<file path="src/rtl/phy_rx_deserializer.sv">
// rtl/phy_rx_deserializer.sv - serial lane receiver: COM byte alignment, IDL stripping, 32-bit word reassembly
module phy_rx_deserializer #(
    parameter logic [7:0] COM_SYM   = 8'hBC,
    parameter logic [7:0] IDL_SYM   = 8'h7C,
    parameter int         COM_COUNT = 4
) (
    input  logic        clk_32f,
    input  logic        reset,
    input  logic        data_in,
    output logic [31:0] data_out,
    output logic        valid_out,
    output logic        active,
    output logic        word_err
);

    localparam int CW = $clog2(COM_COUNT + 1);

    typedef enum logic [1:0] {
        UNSYNC = 2'd0,
        SYNC   = 2'd1,
        ACTIVE = 2'd2
    } state_t;

    state_t        state, state_nxt;
    logic [6:0]    shift;
    logic [7:0]    window;
    logic [2:0]    bit_cnt, bit_cnt_nxt;
    logic [1:0]    byte_cnt, byte_cnt_nxt;
    logic [CW-1:0] com_cnt, com_cnt_nxt, com_inc;
    logic [23:0]   word_buf;
    logic          active_nxt, valid_nxt, err_nxt;
    logic          buf_we, word_we;
    logic          byte_done, is_com, is_idl, com_full;

    assign window    = {shift, data_in};
    assign byte_done = (state != UNSYNC) && (bit_cnt == 3'd7);
    assign is_com    = (window == COM_SYM);
    assign is_idl    = (window == IDL_SYM);
    assign com_inc   = com_cnt + 1'b1;
    assign com_full  = (com_inc == CW'(COM_COUNT));

    always_comb begin
        state_nxt    = state;
        bit_cnt_nxt  = bit_cnt + 3'd1;
        byte_cnt_nxt = byte_cnt;
        com_cnt_nxt  = com_cnt;
        active_nxt   = active;
        valid_nxt    = 1'b0;
        err_nxt      = 1'b0;
        buf_we       = 1'b0;
        word_we      = 1'b0;
        case (state)
            UNSYNC: begin
                // Sliding search: the byte just matched ends here, so the next bit is an MSB.
                bit_cnt_nxt = 3'd0;
                if (is_com) begin
                    com_cnt_nxt = CW'(1);
                    state_nxt   = SYNC;
                end
            end
            SYNC: begin
                if (byte_done) begin
                    if (is_com && com_full) begin
                        com_cnt_nxt  = '0;
                        active_nxt   = 1'b1;
                        byte_cnt_nxt = 2'd0;
                        state_nxt    = ACTIVE;
                    end else if (is_com) begin
                        com_cnt_nxt = com_inc;
                    end else begin
                        com_cnt_nxt = '0;
                        state_nxt   = UNSYNC;
                    end
                end
            end
            ACTIVE: begin
                if (byte_done) begin
                    if (is_com || is_idl) begin
                        err_nxt      = (byte_cnt != 2'd0);
                        byte_cnt_nxt = 2'd0;
                        com_cnt_nxt  = '0;
                        if (is_com && com_full) begin
                            // Transmitter went inactive; byte alignment is still valid.
                            active_nxt = 1'b0;
                            state_nxt  = SYNC;
                        end else if (is_com) begin
                            com_cnt_nxt = com_inc;
                        end
                    end else begin
                        com_cnt_nxt = '0;
                        if (byte_cnt == 2'd3) begin
                            word_we      = 1'b1;
                            valid_nxt    = 1'b1;
                            byte_cnt_nxt = 2'd0;
                        end else begin
                            buf_we       = 1'b1;
                            byte_cnt_nxt = byte_cnt + 2'd1;
                        end
                    end
                end
            end
            default: begin
                state_nxt = UNSYNC;
            end
        endcase
    end

    always_ff @(posedge clk_32f or negedge reset) begin
        if (!reset) begin
            state <= UNSYNC;
        end else begin
            state <= state_nxt;
        end
    end

    always_ff @(posedge clk_32f or negedge reset) begin
        if (!reset) begin
            shift     <= '0;
            bit_cnt   <= '0;
            byte_cnt  <= '0;
            com_cnt   <= '0;
            word_buf  <= '0;
            data_out  <= '0;
            valid_out <= 1'b0;
            active    <= 1'b0;
            word_err  <= 1'b0;
        end else begin
            shift     <= window[6:0];
            bit_cnt   <= bit_cnt_nxt;
            byte_cnt  <= byte_cnt_nxt;
            com_cnt   <= com_cnt_nxt;
            active    <= active_nxt;
            valid_out <= valid_nxt;
            word_err  <= err_nxt;
            if (buf_we) begin
                case (byte_cnt)
                    2'd0:    word_buf[23:16] <= window;
                    2'd1:    word_buf[15:8]  <= window;
                    default: word_buf[7:0]   <= window;
                endcase
            end
            if (word_we) begin
                data_out <= {word_buf, window};
            end
        end
    end

endmodule
</file>
<file path="config.mk">
export PLATFORM = sky130hd
export DESIGN_NAME = phy_rx_deserializer
export DESIGN_NICKNAME = d
export VERILOG_FILES = /design/src/rtl/phy_rx_deserializer.sv
export SDC_FILE = /design/constraint.sdc
export NUM_CORES = 1
export LEC_CHECK = 0
export BUFFER_PORTS_ARGS = -buffer_cell sky130_fd_sc_hd__buf_2
export CAP_MARGIN = 5
export CORE_AREA = 2 2 63 110
export CTS_CLUSTER_DIAMETER = 150
export DETAILED_ROUTE_END_ITERATION = 8
export DIE_AREA = 0 0 65 112
export GPL_ROUTABILITY_DRIVEN = 0
export PLACE_DENSITY = 0.78
export SLEW_MARGIN = 40
export SYNTH_ARGS = -nofsm -noshare
export SYNTH_HDL_FRONTEND = slang
export SYNTH_SLANG_ARGS = --single-unit
export TNS_END_PERCENT = 100
</file>
<file path="constraint.sdc">
create_clock -name clk_32f -period 1.8 [get_ports clk_32f]
set_input_delay 0.09 -clock clk_32f [delete_from_list [all_inputs] [get_ports clk_32f]]
set_output_delay 0.09 -clock clk_32f [all_outputs]
set_load 0.02 [all_outputs]
</file>
* After elaboration in Yosys (flattened, before gate mapping)
Index checks and enable logic that the tools add are counted.
** Storage, ports and cells
- ROM bits :: 0
- Output and inout port bits :: 35
- Bits in registers :: 76
- Memories kept :: 0
- Latch bits :: 0
- RAM bits :: 0
- Word-level logic and storage cells :: 87
** Cells by class
- Equality and inequality tests :: 15
- $lt $le $gt $ge :: 0
- Shift-type cells :: 0
- Bitwise operators :: 1
- Muxes and demuxes :: 39
- Add/subtract/negate cells :: 3
- Reductions and logical operators :: 17
- Divide/modulo/power cells :: 0
- Multiply operators :: 0
** Operators by type and width (number)
- 2-to-1 mux 2 bit :: 12
- 2-to-1 mux 3 bit :: 7
- 2-to-1 mux 1 bit :: 16
- != test 2 bit (second input constant) :: 6
- AND reduction 6 bit :: 2
- one-hot mux 3 bit (3 select lines) :: 1
- equality test 8 x 7 -> 1 bit (second input constant) :: 1
- equality test 8 bit (second input constant) :: 1
- AND reduction 4 bit :: 2
- adder 3 x 1 -> 3 bit (second input constant) :: 2
- equality test 3 bit (second input constant) :: 2
- one-hot mux 2 bit (3 select lines) :: 1
- AND reduction 2 bit :: 3
- nonzero test 2 bit :: 3
- equality test 2 x 1 -> 1 bit (second input constant) :: 2
- equality test 2 bit (second input constant) :: 2
- zero test 2 bit :: 2
- one-hot mux 2 bit (2 select lines) :: 1
- != test 3 bit (second input constant) :: 1
- nonzero test 3 bit :: 1
- adder 2 x 1 -> 2 bit (second input constant) :: 1
- logical AND 1 bit :: 2
- one-hot mux 1 bit (2 select lines) :: 1
- OR reduction 2 bit :: 1
- 2 further kinds :: 2

* Depth between registers and ports, before layout
- Depth after elaboration :: 7
- Mapped depth :: 9

* Worst setup path after synthesis
Ideal clock, no wire load.
- Path kind :: register -> register
- From :: register state[0]
- To :: register data_out[10]
- Required time :: 1.675 ns
- Setup time :: 0.125 ns
- Setup slack :: -0.217 ns
- Buffers on the path :: 3
- Arrival time :: 1.892 ns
- Cell stages (with the launch flop) :: 10
- Cells stage by stage :: dfrtp_1 > inv_1 > ha_1 > and3b_1 > buf_2 > nand2_1 > nor2b_1 > buf_2 > buf_6 > mux2_4
** Between the ends
- Longest elaborated chain between the ends :: 4
** RTL lines
- start, declared :: RTL line 24 : state_t state, state_nxt;
- start signal, assigned :: RTL line 112 : state <= state_nxt;
- nonzero test 2 bit :: RTL line 36 : assign byte_done = (state != UNSYNC) && (bit_cnt == 3'd7);
- logical AND 1 bit :: RTL line 36
- 2-to-1 mux 1 bit :: RTL line 77 : if (byte_done) begin
- 2-to-1 mux 1 bit (*) :: RTL line 52 : case (state)
- end signal, assigned :: RTL line 143 : data_out <= {word_buf, window};
- end, declared :: RTL line 10 : output logic [31:0] data_out,
Every way passes the cells marked *; elsewhere a longest branch is shown, timed or not.
A chain may end at the register's enable or synchronous reset.

* Worst setup path in the final report
- From :: register bit_cnt[0]
- To :: register data_out[22]
** Between the ends
- Longest elaborated chain between the ends :: 4
** RTL lines
- start, declared :: RTL line 27 : logic [2:0] bit_cnt, bit_cnt_nxt;
- start signal, assigned :: RTL line 129 : bit_cnt <= bit_cnt_nxt;
- equality test 3 bit :: RTL line 36
- logical AND 1 bit :: RTL line 36
- 2-to-1 mux 1 bit :: RTL line 77
- 2-to-1 mux 1 bit :: RTL line 52
Every way passes these cells.

==> reports/qor.yml <==
run_status: "complete, but fails checks"
violations: "negative setup slack"
worst_path_largest_cell_delay_ns: 0.38
slew-limit-headroom_pct: 74.2
crit_required_ns: 2.01
synth_top_area_cell: "dfrtp_1"
ys_ff_latch: 76
grt_pass1_wl_um: 10600
setup_viol: 30
vias: 2023
arrival_ns: 2.05
synth_warnings: 0
leakage_nw: 2.19
grt_usage_pct: 19.7
dieArea_um2: 7280
nNetsFinal: 304
portBuffers: 37
netlist_area_um2: 3260
slew_viol_final: 0
ys_types: 39
rsz0062_at_grt: "true"
drtPass1Iterations: 4
path_clk_slew_ns: 0.06
grt_pass1_vias: 2068
pin_count: 38
die_w_um: 65
netlist_top_cells_area: "dfrtp_1, mux2_4, mux2_1"
place_hpwl_um: 4520
fin_ws_ns: -0.0345
htreeDepth: 3
areaGrowthSynthToFinish_pct: 32.8
cts_sinks: 76
insertedDiodeCount: 0
finClkSkew_ns: 0.00718
dp_slack_ns: -0.0505
crit_path_frequent_cell: "ha_4"
fp.coreArea_um2: 6390
tns_ns: -0.610
via_per_inst: 5.37
antenna_found_initial: 0
place_inst: 353
yosysTopAreaCellShare_pct: 58.3
worst_pin_slew_ns: 0.387
synthCells: 213
cts-root-buf: "clkbuf_16"
startpoint_type: "register"
cp_max_fo: 6
path_cells: "ha_4 > ha_4 > and3b_2 > nand2_4 > nor2b_4 > buf_12 > clkbuf_16 > mux2_4"
period_share_pct: 102
ys_seq_area_share_pct: 58.3
setup.worst_path.class: "register to register"
synth_nets: 227
hold_ws_ns: 0.0668
wl_per_cell_um: 18.8
final-hold-violation-count: 0
drive_gt1_share_pct: 47.5
crit_slowest_cell: "dfrtp_1"
drt_wl_total_um: 7090
nFillCells: 437
drt-initial-drc-count: 155
vdd_drop_max_mv: 0.585
min_period_ns: 1.83
endpoint_kind: "register"
grt.overflow.total: 0
max_clock_freq_mhz: 545
hold_path.class: "primary input to register"
clock_path_buffers: 2
grt_max_degree: 49
antenna_left: 0
layout.cells.non_filler: 377
initial_utilization_pct: 51.0
cts_tree: "done"
drv_cap: 0
die_h_um: 112
drc: 0
p_per_area_nw_per_um2: 910
numCtsBuffers: 9
clk_latency_ns: 0.33
power_mw: 3.94
syn_avg_cell_area_um2: 15.3
placement_rows: 39
kinds of logic (layout without fill, tap and decap cells):
kind of cell | count (synthesis) | in the layout | synth area share [%]
muxes | 58 | 58 | 23.0
and+or+nand+nor | 39 | 39 | 7.98
buffers and inverters | 11 | 93 | 2.03
AOI/OAI and AO/OA | 16 | 16 | 3.95
DFF | 76 | 76 | 58.3
adders and majority gates | 11 | 11 | 4.22
xor gates and xnor gates | 2 | 2 | 0.537
registers in the layout (all words and copies together), names as in the netlist:
register and count:
active 1, bit_cnt 3, byte_cnt 2, com_cnt 3, data_out 32, shift 7
state 2, valid_out 1, word_buf 24, word_err 1
where the power goes:
part,internal (mW),total [mW],switching (mW)
combinational,0.155,0.344,0.188
clock,1.15,1.83,0.677
sequential,1.74,1.77,0.0270
total,3.05,3.94,0.893
cell usage after synthesis:
cell / count
buf_2: 2
o21ai_0: 3
inv_1: 6
nor3_1: 2
nand4_1: 2
nand4bb_1: 1
mux2_4: 27
o21ba_2: 1
a41oi_2: 1
buf_6: 3
and3_1: 1
or2_1: 1
ha_1: 11
nor3b_1: 1
dfrtp_1: 76
xor2_1: 2
mux2_2: 1
nand4b_1: 2
and3b_1: 1
o21ai_1: 2
nand2_1: 3
and2_1: 1
mux2_1: 27
and4bb_2: 1
and4b_1: 1
nand2b_1: 1
o2111ai_1: 2
a41oi_1: 1
nand3_2: 3
or3_1: 1
nor4b_2: 1
or3b_1: 1
nand3_1: 4
nor2_1: 6
a31oi_1: 3
a2111oi_2: 1
mux2i_1: 3
o22a_1: 2
nor2b_1: 5
layer usage:
metal  track usage [%]  part of all wire (%)  vias up
met5                 0                     0        -
met4              8.65                   2.2        0
met2              33.5                    55       38
met3              4.55                   2.9       12
li1                  -                     -      923
met1              23.3                    40     1050
repair_timing:
item,4_1_cts,5_1_grt
hold buffers,1,0
setup endpoints to repair,51,60
resized for setup,4,22
endpoints found under the hold margin,28,0
cloned,0,3
buffers inserted,0,4
pin swaps,0,7
per-stage QoR:
step	area (um2)	utilization (%)
final	4330	67.8
after global placement	3770	59.0
after CTS	4110	64.4
after floorplan	3320	-
after detailed placement	3770	59.0
after global routing	4330	67.8
layout make-up:
| cell class | instances | area [um2] | area share (%) |
|---|---|---|---|
| flip-flops and latches | 76 | 1900 | 43.9 |
| multi-input cells | 126 | 1460 | 33.8 |
| repair buffers | 71 | 538 | 12.4 |
| clock buffers | 13 | 260 | 6.01 |
| well taps | 82 | 103 | 2.37 |
| clock inverters | 3 | 43.8 | 1.01 |
| inverters | 6 | 22.5 | 0.520 |
critical path: cells and delay by family (launching register included):
kind                       cells  cell delay, ns
DFF                            1            0.38
adders and majority gates      2            0.31
muxes                          1            0.29
buffers and inverters          2            0.30
and+or+nand+nor                3            0.44
cell usage in the layout, fill, tap and decap left out, types with 2 or more instances in the layout:
cell       instances
a31oi_1            3
buf_12             4
buf_2             36
buf_4             27
clkbuf_1           2
clkbuf_16         11
clkbuf_8           2
dfrtp_1           76
ha_1               5
ha_2               2
ha_4               4
inv_1              4
inv_2              2
mux2_1            24
mux2_4            30
mux2i_1            3
nand2_1            2
nand3_1            4
nand3_4            3
nand4_1            2
nand4b_1           2
nor2_1             5
nor2b_1            3
o2111ai_1          2
o21ai_0            3
o22a_1             2
final timing paths:
path | from | slack, ns | end | cells after the start
worst min register to register | bit_cnt[0] | 0.48 | bit_cnt[0] | 1
max in group asynchronous | reset | 1.00 | word_buf[6] | 3
worst min-delay path | data_in | 0.07 | shift[0] | 2
worst max register to register | bit_cnt[0] | -0.03 | data_out[22] | 8
worst max-delay path | bit_cnt[0] | -0.03 | data_out[22] | 8
min in group asynchronous | reset | 0.22 | data_out[0] | 2
Note: power is estimated with default switching activity, not from simulation.
